File: src/rtl/line_buffer_apb_regbank.sv
// APB3 slave register bank for the line buffer: RW/RO registers, read wait states, PSLVERR, access strobes.
// Optional byte-lane write strobes (pstrb port) when LB_APB_PSTRB_EN is defined.
//
// state  | meaning
// IDLE   | no transfer in flight, waiting for a setup phase
// ACCESS | decode latched, holding access phase until pready completes it
module line_buffer_apb_regbank #(
   parameter int                     NUM_REGS    = 9,
   parameter int                     DEC_W       = 16,
   parameter logic [DEC_W-1:0]       BASE_OFFSET = 'h0010,
   parameter logic [NUM_REGS-1:0]    RO_MASK     = '0,
   parameter logic [NUM_REGS*32-1:0] IMPL_MASK   = {NUM_REGS{32'hFFFF_FFFF}},
   parameter logic [NUM_REGS*32-1:0] RST_VAL     = '0,
   parameter int                     RD_WAIT     = 0
) (
   input  logic                     clk,
   input  logic                     rst,
   input  logic                     psel,
   input  logic                     penable,
   input  logic                     pwrite,
   input  logic [31:0]              paddr,
   input  logic [31:0]              pwdata,
`ifdef LB_APB_PSTRB_EN
   input  logic [3:0]               pstrb,
`endif
   output logic [31:0]              prdata,
   output logic                     pready,
   output logic                     pslverr,
   output logic [NUM_REGS*32-1:0]   reg_q,
   input  logic [NUM_REGS*32-1:0]   ro_d,
   output logic [NUM_REGS-1:0]      wr_pulse,
   output logic [NUM_REGS-1:0]      rd_pulse
);

   localparam int IDX_W = (NUM_REGS > 1) ? $clog2(NUM_REGS) : 1;

   typedef enum logic {S_IDLE, S_ACCESS} state_t;

   state_t            state, state_d;
   logic              do_setup, do_viol, do_done, do_abort, do_step;

   logic [DEC_W-1:0]  dec_addr, dec_off;
   logic [DEC_W-3:0]  dec_word;
   logic              dec_hit, dec_err;
   logic [IDX_W-1:0]  dec_idx;

   logic [IDX_W-1:0]  acc_idx, rd_idx;
   logic              acc_wr, acc_err;
   logic [2:0]        wait_cnt;

   logic [31:0]       reg_r [NUM_REGS];
   logic [31:0]       rd_val, wr_val, wr_bmask;

   generate
      if (DEC_W < 32) begin : g_upper
         logic unused_paddr_hi;
         assign unused_paddr_hi = ^paddr[31:DEC_W];
      end
   endgenerate

   assign dec_addr = paddr[DEC_W-1:0];
   assign dec_off  = dec_addr - BASE_OFFSET;
   assign dec_word = dec_off[DEC_W-1:2];
   assign dec_idx  = dec_word[IDX_W-1:0];
   assign dec_hit  = (dec_addr >= BASE_OFFSET) && (dec_off[1:0] == 2'b00) &&
                     (32'(dec_word) < NUM_REGS);
   assign dec_err  = !dec_hit || (pwrite && RO_MASK[dec_idx]);

   // Read data is captured at setup (no wait) or at the last wait step.
   assign rd_idx = (state == S_IDLE) ? dec_idx : acc_idx;
   assign rd_val = RO_MASK[rd_idx] ? (ro_d[32*rd_idx +: 32] & IMPL_MASK[32*rd_idx +: 32])
                                   : reg_r[rd_idx];

`ifdef LB_APB_PSTRB_EN
   assign wr_bmask = {{8{pstrb[3]}}, {8{pstrb[2]}}, {8{pstrb[1]}}, {8{pstrb[0]}}};
`else
   assign wr_bmask = '1;
`endif
   assign wr_val = ((reg_r[acc_idx] & ~wr_bmask) | (pwdata & wr_bmask)) &
                   IMPL_MASK[32*acc_idx +: 32];

   always_ff @(posedge clk or posedge rst) begin
      if (rst) state <= S_IDLE;
      else     state <= state_d;
   end

   always_comb begin
      state_d = state;
      case (state)
         S_IDLE:   if (psel) state_d = S_ACCESS;
         S_ACCESS: if (!psel || (penable && pready)) state_d = S_IDLE;
         default:  state_d = S_IDLE;
      endcase
   end

   always_comb begin
      do_setup = 1'b0;
      do_viol  = 1'b0;
      do_done  = 1'b0;
      do_abort = 1'b0;
      do_step  = 1'b0;
      case (state)
         S_IDLE: begin
            do_setup = psel && !penable;
            do_viol  = psel && penable;
         end
         S_ACCESS: begin
            if (!psel)        do_abort = 1'b1;
            else if (penable) begin
               do_done = pready;
               do_step = !pready;
            end
         end
         default: ;
      endcase
   end

   always_ff @(posedge clk or posedge rst) begin
      if (rst) begin
         acc_idx  <= '0;
         acc_wr   <= 1'b0;
         acc_err  <= 1'b0;
         wait_cnt <= '0;
         pready   <= 1'b0;
         pslverr  <= 1'b0;
         prdata   <= '0;
         wr_pulse <= '0;
         rd_pulse <= '0;
      end else begin
         wr_pulse <= '0;
         rd_pulse <= '0;
         if (do_setup) begin
            acc_idx  <= dec_idx;
            acc_wr   <= pwrite;
            acc_err  <= dec_err;
            wait_cnt <= 3'(RD_WAIT);
            if (pwrite || dec_err) begin
               pready  <= 1'b1;
               pslverr <= dec_err;
               prdata  <= '0;
            end else begin
               pready  <= (RD_WAIT == 0);
               pslverr <= 1'b0;
               prdata  <= (RD_WAIT == 0) ? rd_val : '0;
            end
         end else if (do_viol) begin
            // Access phase without setup: answer with an error, touch nothing.
            acc_wr  <= 1'b0;
            acc_err <= 1'b1;
            pready  <= 1'b1;
            pslverr <= 1'b1;
            prdata  <= '0;
         end else if (do_step) begin
            wait_cnt <= wait_cnt - 3'd1;
            if (wait_cnt == 3'd1) begin
               pready <= 1'b1;
               prdata <= rd_val;
            end
         end else if (do_done || do_abort) begin
            pready  <= 1'b0;
            pslverr <= 1'b0;
            prdata  <= '0;
            if (do_done && !acc_err) begin
               if (acc_wr) wr_pulse[acc_idx] <= 1'b1;
               else        rd_pulse[acc_idx] <= 1'b1;
            end
         end
      end
   end

   always_ff @(posedge clk or posedge rst) begin
      if (rst) begin
         for (int i = 0; i < NUM_REGS; i++)
            reg_r[i] <= RO_MASK[i] ? 32'h0 : (RST_VAL[32*i +: 32] & IMPL_MASK[32*i +: 32]);
      end else if (do_done && acc_wr && !acc_err) begin
         reg_r[acc_idx] <= wr_val;
      end
   end

   generate
      for (genvar g = 0; g < NUM_REGS; g++) begin : g_regq
         assign reg_q[32*g +: 32] = RO_MASK[g] ? 32'h0 : reg_r[g];
      end
   endgenerate

endmodule

File: config.mk
export PLATFORM = sky130hd
export DESIGN_NAME = line_buffer_apb_regbank
export DESIGN_NICKNAME = d
export VERILOG_FILES = /design/src/rtl/line_buffer_apb_regbank.sv
export SDC_FILE = /design/constraint.sdc
export NUM_CORES = 1
export LEC_CHECK = 0
export CAP_MARGIN = 25
export CORE_AREA = 2 2 269 271
export CTS_CLUSTER_DIAMETER = 30
export CTS_CLUSTER_SIZE = 24
export DETAILED_ROUTE_END_ITERATION = 6
export DIE_AREA = 0 0 271 273
export HOLD_SLACK_MARGIN = 0.12
export PLACE_DENSITY_LB_ADDON = 0.25
export SYNTH_ARGS = -nofsm -noshare
export SYNTH_HDL_FRONTEND = slang
export SYNTH_SLANG_ARGS = --single-unit
File: constraint.sdc
create_clock -name clk -period 18.3 [get_ports clk]
set_clock_uncertainty 0.2 [all_clocks]
set_input_delay 1.83 -clock clk [delete_from_list [all_inputs] [get_ports clk]]
set_output_delay 1.83 -clock clk [all_outputs]
set_load 0.01 [all_outputs]
==> metrics.txt, run 1 <==
outcome=complete, no violations; leak pwr=10.6 nW; crit path max fanout=24; first-pass GRT wire length=104 mm; largest net degree at the start of global routing=71; hold-fix buffers at CTS=0; initial drt markers=1097; Floorplan Core Area=71000 sq um; syn nets=2069; Core Rows=98; CTS tree=done; Layout area overhead=52.4%; register area share after synthesis=54.8%; Antenna Violating Nets Remaining=0; Synth Flop Type=dfrtp_1; hold path cells=2; synthesized area per cell=9.36 sq um; critical path required time=18.59 ns; DR pass1 iterations=5; Setup Buffers After CTS=0; Slew Limit Headroom=31.0%; Worst R2R Setup Slack=14.41 ns; clock latency on the worst-skew pair=0.61 ns; RD Place Congestion=0.808; Final Cell Area=24300 sq um; pre-CTS setup slack=12.78 ns; Post-synth ARST share=100%; HP Class=flop to flop; DIE WIDTH=271 um; GRT Total Usage=19.1%; Final Worst Setup Slack=13.41 ns; worst setup path end=reg_q[42]; drt drc=0; YS warnings=0; TritonCTS Buffers=96; Worst R2R Path Depth=7; clock sink count=350; crit path time final=4.89 ns; H-Tree Depth=3; global route overflow=0; Post-synth EDFFs=0; RR Endpoint=reg_q[42]; IO Pins=697; WL final=72.1 mm; effective utilization at floorplan=22.5%; CP Cell Sequence=clkdlybuf4s50_1, nand3_1, or4b_4, or3_4, nor2_4, buf_4, mux2_2; Worst Path Buf+Inv=2; Final setup viols=0; Final Max Tran Viols=0; Die Ht=273 um; DP Area=21000 sq um; Vias per Instance=4.70; Power Dens Cells=114 nW/um^2; die area=74000 sq um; Clock Path Buffers=3; Yosys cell types=54; worst r2r src=state; WL/cell=23.0 um; fin crit share=26.7%; Critical Path AT=5.18 ns; area of the mapped netlist=16000 sq um; number of port buffers=392; diode count=0; Crit path largest cell delay=0.67 ns; cell count after synthesis=1707; layout cell share with drive strength beyond 1=14.2%; via count=14700; unrepaired setup endpoints after global routing=false; CP Launch Type=input pin; Critical Path End Type=flop; Root Driver=clkbuf_16; vias in the first global route=14800; critical path's slowest cell=clkdlybuf4s50_1; Final Hold Fails=0; Post-CTS Resized=0; Layout Nets=2470; Pwr Total=2.78 mW; CP Class=input pin to flop; delay-heaviest family, CP=simple AND/OR/NAND/NOR gates; initial antenna violation count=3; Clock transition at path regs=0.04 ns; path length in cells of the critical path=7; maximum VDD drop=72.1 uV; Worst Tran Pin Value=1.03 ns; fmax=205 MHz; Critical Path Start=psel; synthesis-stage register bit count=350; setup TNS=0 ns; max cap viols=0; Post-DP HPWL=46.0 mm
[cell type report]
| type | instances | area [sq um] |
|---|---|---|
| Timing Repair Buffer | 428 | 4280 |
| Multi-Input combinational cell | 1191 | 6610 |
| Inverter | 41 | 161 |
| Sequential cell | 350 | 8760 |
| Tap cell | 950 | 1190 |
| Clock inverter | 38 | 557 |
| Fill cell | 7130 | 46700 |
| Clock buffer | 137 | 2780 |
[cell families (layout without fill, tap and decap cells)]
logic type / Yosys count / count (layout) / synth area share (%)
xor+xnor: 4 / 4 / 0.219
simple gates: 688 / 688 / 18.1
compound gates: 379 / 379 / 14.0
buf+inv: 166 / 644 / 4.50
fa+ha+maj: 5 / 5 / 0.392
flops: 350 / 350 / 54.8
mux: 115 / 115 / 7.96
[cells in the final DEF, fill, tap and decap left out, drive strengths merged, types with 38 or more instances in the layout]
cell type      count
nand2            486
mux2i             38
a21oi             73
nor2              38
nand3             93
dfrtp            350
o21ai            234
mux2              76
clkdlybuf4s50    392
inv               41
clkbuf           137
[where the power goes]
part	switching [mW]	internal (mW)
combinational	0.200	0.0738
clock	0.499	1.21
sequential	0.0110	0.784
[worst min path at each step]
stage               slack [ns]           to  startpoint
floorplan                 0.24  rd_pulse[8]      acc_wr
global placement          0.26    prdata[1]   prdata[1]
detailed placement        0.27   prdata[12]  prdata[12]
CTS                       0.28   prdata[22]  prdata[22]
global route              0.31   prdata[15]  prdata[15]
finish                    0.28   prdata[22]  prdata[22]
[flip-flops by register name, summed over array words and instances, names as in the netlist]
register and flops:
reg_q 288, state 1, acc_wr 1, acc_idx 4
pready 1, prdata 32, pslverr 1, acc_err 1
wr_pulse 9, wait_cnt 3, rd_pulse 9
[per-layer routing]
| layer | vias up | GRT usage [%] | routed length (um) |
|---|---|---|---|
| li1 | 6693 | - | - |
| met1 | 7331 | 24.9 | 31100 |
| met2 | 601 | 30.5 | 33400 |
| met3 | 103 | 5.76 | 6140 |
| met4 | 2 | 5.57 | 1460 |
| met5 | - | 0 | 12 |
[synthesized netlist by cell type, drive strengths merged, types with 2 or more instances]
library cell / number / area [sq um]
a211oi: 3 / 22.5
a21oi: 73 / 365
a222oi: 12 / 120
a31oi: 3 / 18.8
a32o: 2 / 20.0
a32oi: 14 / 123
and2: 23 / 144
and3: 3 / 18.8
buf: 44 / 260
clkbuf: 81 / 304
dfrtp: 350 / 8760
ha: 5 / 62.6
inv: 41 / 154
mux2: 76 / 856
mux2i: 38 / 393
nand2: 486 / 1820
nand2b: 4 / 25.0
nand3: 93 / 465
nand4: 6 / 37.5
nor2: 38 / 158
nor2b: 4 / 25.0
nor3: 19 / 95.1
nor4: 3 / 25.0
o211ai: 12 / 90.1
o21ai: 234 / 1250
o41ai: 18 / 158
or2: 2 / 12.5
or3: 2 / 17.5
xnor2: 2 / 17.5
xor2: 2 / 17.5
[worst reg2reg max path, cell delays in order, from the launching register on]
cell     delay, ns
dfrtp_2       0.33
buf_4         0.51
nand3_1       0.23
or4b_4        0.55
or3_4         0.39
nor2_4        0.52
buf_4         0.61
mux2_2        0.43
[stage by stage]
step                hold slack, ns  util [%]  cells
global route                 0.312      34.3   3135
finish                       0.280      34.3   3135
detailed placement           0.270      29.5   2958
CTS                          0.283      34.2   3133
global placement             0.256      29.4   2955
floorplan                    0.240         -   1707
(Power assumes the default switching activity.)
==> run 2: changes to the inputs <==
CORE_AREA = 2 2 270 272   (was 2 2 269 271)
DIE_AREA = 0 0 272 274   (was 0 0 271 273)
clock period = 5 ns   (was 18.3 ns; I/O delays follow)
==> metrics.txt, run 2 (synthesized netlist as in run 1, its figures left out) <==
WL/cell=22.9 um (was 23.0 um); Crit path largest cell delay=0.68 ns (was 0.67 ns); Layout area overhead=53.8% (was 52.4%); Sw Ratio=25.5% (was 25.6%); Worst Path Buf+Inv=2 (unchanged); vias in the first global route=15000 (was 14800); commonest non-fill, non-tap cells in the layout=nand2_1 (484), clkdlybuf4s50_1 (392), dfrtp_1 (349), o21ai_0 (199), clkbuf_16 (103) (was nand2_1 (484), clkdlybuf4s50_1 (392), dfrtp_1 (349), o21ai_0 (199), clkbuf_16 (99)); delay-heaviest family, CP=simple AND/OR/NAND/NOR gates (unchanged); drt drc=0 (unchanged); maximum VDD drop=254 uV (was 72.1 uV); global route overflow=0 (unchanged); effective utilization at floorplan=22.2% (was 22.5%); Root Driver=clkbuf_16 (unchanged); Vias per Instance=4.69 (was 4.70); Logic pwr share=9.4% (was 9.8%); WL final=72.5 mm (was 72.1 mm); CTS tree=done (unchanged); fmax=277 MHz; diode count=0 (unchanged); outcome=complete, no violations (unchanged); die area=74500 sq um (was 74000 sq um); Pwr Total=10.6 mW (was 2.78 mW); Worst path most repeated cell=buf_4; RD Place Congestion=0.854 (was 0.808); IO Pins=697 (unchanged); GRT Total Usage=19.1% (about the same); TritonCTS Buffers=101 (was 96); largest net degree at the start of global routing=122 (was 71); hold-fix buffers at CTS=0 (unchanged); HP Class=input pin to asynchronous set/reset pin (was flop to flop); Core Rows=99 (was 98); Critical Path End Type=flop (unchanged); Slew Limit Headroom=25.4% (was 31.0%); Layout Nets=2479 (was 2470); via count=14800 (was 14700); final worst hold slack=0.130 ns (was 0.280 ns); max cap viols=0 (unchanged); sequential share of power=27.6% (was 28.6%); unrepaired setup endpoints after global routing=false (unchanged); Clock Path Buffers=3 (unchanged); Clock transition at path regs=0.04 ns (about the same); Post-CTS Resized=0 (unchanged); CP Class=flop to flop (was input pin to flop); Pint=7.87 mW (was 2.07 mW); Antenna Violating Nets Remaining=0 (unchanged); critical path required time=5.30 ns (was 18.59 ns); leak pwr=10.7 nW (was 10.6 nW); most common cell after layout, fill and taps aside=nand2_1 (unchanged); layout cell share with drive strength beyond 1=15.0% (was 14.2%); Die Ht=274 um (was 273 um); Final Hold Fails=0 (unchanged); CP Launch Type=flop (was input pin); DIE WIDTH=272 um (was 271 um); clock sink count=350 (unchanged); H-Tree Depth=3 (unchanged); critical path's slowest cell=dfrtp_2 (was clkdlybuf4s50_1); Final Max Tran Viols=0 (unchanged); clock latency on the worst-skew pair=0.64 ns (was 0.61 ns); initial antenna violation count=3 (unchanged); initial drt markers=1065 (was 1097); crit path max fanout=38 (was 24); fin crit share=72.2%; number of port buffers=392 (unchanged); Critical Path AT=3.91 ns (was 5.18 ns); Floorplan Core Area=72000 sq um (was 71000 sq um); Clock Power Share=63.0% (was 61.5%); CP Cell Sequence=buf_4, nand2b_1, and2_4, buf_4, nand2_1, a21oi_1, nor3_1, o41ai_1 (was clkdlybuf4s50_1, nand3_1, or4b_4, or3_4, nor2_4, buf_4, mux2_2); Psw=2.70 mW (was 0.710 mW); DR pass1 iterations=6 (was 5); Post-DP HPWL=47.3 mm (was 46.0 mm); Worst Tran Pin Value=1.12 ns (was 1.03 ns); crit path time final=3.61 ns; Setup Buffers After CTS=0 (unchanged); Final setup viols=0 (unchanged); Power Dens Cells=430 nW/um^2 (was 114 nW/um^2); Largest register FFs=288 (unchanged); first-pass GRT wire length=105 mm (was 104 mm)
[run 2: cell count changes in the layout (fill, tap and decap cells not counted), sizes merged]
| cell | previous run | this run |
|---|---|---|
| clkinv | 23 | 28 |
| buf | 36 | 40 |
| bufinv | 12 | 15 |
| inv | 41 | 43 |
| clkinvlp | 3 | 4 |
[run 2: metal layers]
layer	vias to the layer above	wire length, um	global-route usage, %
li1	6714	-	-
met1	7388	31300	25.2
met2	608	33000	29.7
met3	102	6770	6.62
met4	0	1470	5.32
met5	-	0	0
[run 2: path summary, 6_finish.rpt]
| kind | slack, ns | startpoint | to | cells past startpoint |
|---|---|---|---|---|
| setup / recovery | 1.39 | state | prdata[24] | 8 |
| hold / removal | 0.13 | rst | wr_pulse[2] | 2 |
| setup reg to reg | 1.39 | state | prdata[24] | 8 |
| hold reg to reg | 0.28 | prdata[1] | prdata[1] | 2 |
| max in group asynchronous | 3.22 | rst | reg_q[171] | 3 |
| min in group clk | 0.28 | prdata[1] | prdata[1] | 2 |
[run 2: layout make-up]
type                    instances  area [sq um]
well taps                     959          1200
flip-flops and latches        350          8760
repair buffers                432          4270
fillers                      7312         47400
multi-input cells            1191          6610
inverters                      41           158
clock buffers                 137          2870
clock inverters                49           698
[run 2: power groups by stage]
stage / logic (mW) / clock network, mW / registers, mW
4_1_cts: 1.01 / 6.76 / 2.92
6_report: 0.990 / 6.66 / 2.92
3_5_place_dp: 1.00 / 0 / 2.96
2_1_floorplan: 0.542 / 0 / 2.94
3_3_place_gp: 0.994 / 0 / 2.95
5_1_grt: 1.08 / 6.96 / 2.92
[run 2: through the flow]
step	setup slack, ns	instances	utilization [%]	area (sq um)	TNS (ns)
3_5_place_dp	0.932	2973	29.2	21000	0
5_1_grt	1.10	3159	34.1	24600	0
2_1_floorplan	-0.386	1707	-	16000	-135.24
3_3_place_gp	0.921	2972	29.1	21000	0
6_report	1.39	3159	34.1	24600	0
4_1_cts	1.38	3159	34.1	24600	0
==> run 3: changes to the inputs <==
CORE_AREA = 2 2 268 270   (was 2 2 270 272)
DIE_AREA = 0 0 270 272   (was 0 0 272 274)
clock period = 3 ns   (was 5 ns; I/O delays follow)
==> metrics.txt, run 3 (synthesized netlist as in run 1, its figures left out) <==
outcome=complete, no violations (unchanged); CTS tree=done (unchanged); hold path cells=3; initial drt markers=1044 (was 1065); max cap viols=0 (unchanged); via count=15000 (was 14800); global route overflow=0 (unchanged); Setup Buffers After CTS=0 (unchanged); vias in the first global route=15500 (was 15000); WHS Endpoint=reg_q[278]; Pwr Total=18.1 mW (was 10.6 mW); GRT Total Usage=19.7% (was 19.1%); Clock transition at path regs=0.04 ns (about the same); Final Max Tran Viols=0 (unchanged); Final Hold Fails=0 (unchanged); pre-CTS setup slack=-0.0354 ns (was 0.932 ns); worst r2r src=state (unchanged); layout cell share with drive strength beyond 1=17.2% (was 15.0%); Worst R2R Setup Slack=0.19 ns (was 1.39 ns); Post-DP HPWL=50.3 mm (was 47.3 mm); die area=73400 sq um (was 74500 sq um); HP Class=input pin to flop (was input pin to asynchronous set/reset pin); RR Endpoint=prdata[22] (was prdata[24]); area taken by multi-input logic gates=6610 sq um (about the same); Critical Path AT=3.13 ns (was 3.91 ns); largest net degree at the start of global routing=92 (was 122); Core Rows=98 (was 99); diode count=0 (unchanged); hold_sp=pwdata[22]; fillers=7096 (was 7312); DIE WIDTH=270 um (was 272 um); maximum VDD drop=434 uV (was 254 uV); effective utilization at floorplan=22.6% (was 22.2%); first-pass GRT wire length=106 mm (was 105 mm); Clock Path Buffers=3 (unchanged); Layout area overhead=60.4% (was 53.8%); critical path required time=3.32 ns (was 5.30 ns); Root Driver=clkbuf_16 (unchanged); IO Pins=697 (unchanged); DR pass1 iterations=5 (was 6); dpl cells=3011 (was 2973); crit path time final=2.81 ns (was 3.61 ns); Critical Path End Type=flop (unchanged); clock sink count=350 (unchanged); fin crit share=93.5% (was 72.2%); Floorplan Core Area=70800 sq um (was 72000 sq um); Worst R2R Path Depth=7 (was 8); most common cell after layout, fill and taps aside=nand2_1 (unchanged); TritonCTS Buffers=99 (was 101); unrepaired setup endpoints after global routing=false (unchanged); Final setup viols=0 (unchanged); WL/cell=22.8 um (was 22.9 um); RD Place Congestion=0.848 (was 0.854); clock latency on the worst-skew pair=0.62 ns (was 0.64 ns); Layout Nets=2544 (was 2479); initial antenna violation count=2 (was 3); Antenna Violating Nets Remaining=0 (unchanged); sequential cell area=8760 sq um (unchanged); leak pwr=11.2 nW (was 10.7 nW); crit path max fanout=55 (was 38); CP Launch Type=flop (unchanged); Post-CTS Resized=0 (unchanged); H-Tree Depth=3 (unchanged); Slew Limit Headroom=54.6% (was 25.4%); drt drc=0 (unchanged); Die Ht=272 um (was 274 um); Worst Tran Pin Value=0.678 ns (was 1.12 ns); Final Worst Setup Slack=0.194 ns (was 1.39 ns); fmax=356 MHz (was 277 MHz); Layout Cells excl Fill=3217 (was 3159); CP Class=flop to flop (unchanged); Vias per Instance=4.67 (was 4.69); commonest non-fill, non-tap cells in the layout=nand2_1 (484), clkdlybuf4s50_1 (392), dfrtp_1 (349), o21ai_0 (199), clkbuf_16 (101) (was nand2_1 (484), clkdlybuf4s50_1 (392), dfrtp_1 (349), o21ai_0 (199), clkbuf_16 (103)); WL final=73.4 mm (was 72.5 mm); Power Dens Cells=708 nW/um^2 (was 430 nW/um^2); number of port buffers=392 (unchanged); Largest register FFs=288 (unchanged)
==> run 3: power by group <==
part	switching [mW]	internal, mW	total, mW
clock	3.24	8.22	11.5
sequential	0.0504	4.78	4.83
combinational	1.28	0.581	1.86
==> run 3: final cells by class <==
| type | count | area share [%] |
|---|---|---|
| clock buffers | 126 | 11.0 |
| flip-flops and latches | 350 | 34.2 |
| repair buffers | 499 | 20.4 |
| clock inverters | 60 | 3.35 |
| multi-input cells | 1191 | 25.8 |
| well taps | 950 | 4.64 |
| inverters | 41 | 0.615 |
==> run 3: timing repair <==
item	in CTS	in global routing
hold buffers	20	0
endpoints found under the setup margin	0	0
hold endpoints to repair	26	0
==> run 3: per-layer routing <==
layer | vias to the layer above | wire [um] | global-route usage (%) | part of all wire [%]
met5 | - | 12 | 0 | 0.016
met1 | 7473 | 31100 | 24.6 | 42
met2 | 564 | 34200 | 31.8 | 47
met4 | 2 | 1960 | 7.11 | 2.7
li1 | 6858 | - | - | -
met3 | 117 | 6070 | 6.37 | 8.3
==> run 3: worst max path at each step <==
| stage | startpoint | endpoint | slack (ns) | cells after the start |
|---|---|---|---|---|
| after floorplan | rst | acc_err | -2.19 | 1 |
| after global placement | psel | reg_q[37] | -0.05 | 7 |
| after detailed placement | psel | reg_q[61] | -0.04 | 7 |
| after CTS | state | prdata[10] | 0.21 | 7 |
| after global routing | state | prdata[22] | 0.10 | 7 |
| final | state | prdata[22] | 0.19 | 7 |
==> run 3: worst max-delay path, cell delays in order, from the launching register on <==
cell and delay, ns:
dfrtp_2 0.38, buf_12 0.24, mux2i_4 0.52, buf_12 0.31, mux2i_1 0.12, a222oi_1 0.52, a32oi_1 0.19, o21ai_0 0.18
==> run 3: through the flow <==
| stage | util (%) | hold slack [ns] | setup TNS (ns) | instance area, sq um |
|---|---|---|---|---|
| floorplan | - | 0.195 | -765.24 | 16000 |
| global placement | 30.7 | 0.256 | -0.704 | 21700 |
| detailed placement | 30.7 | 0.263 | -0.387 | 21700 |
| CTS | 36.2 | 0.127 | 0 | 25600 |
| global route | 36.2 | 0.182 | 0 | 25600 |
| finish | 36.2 | 0.169 | 0 | 25600 |
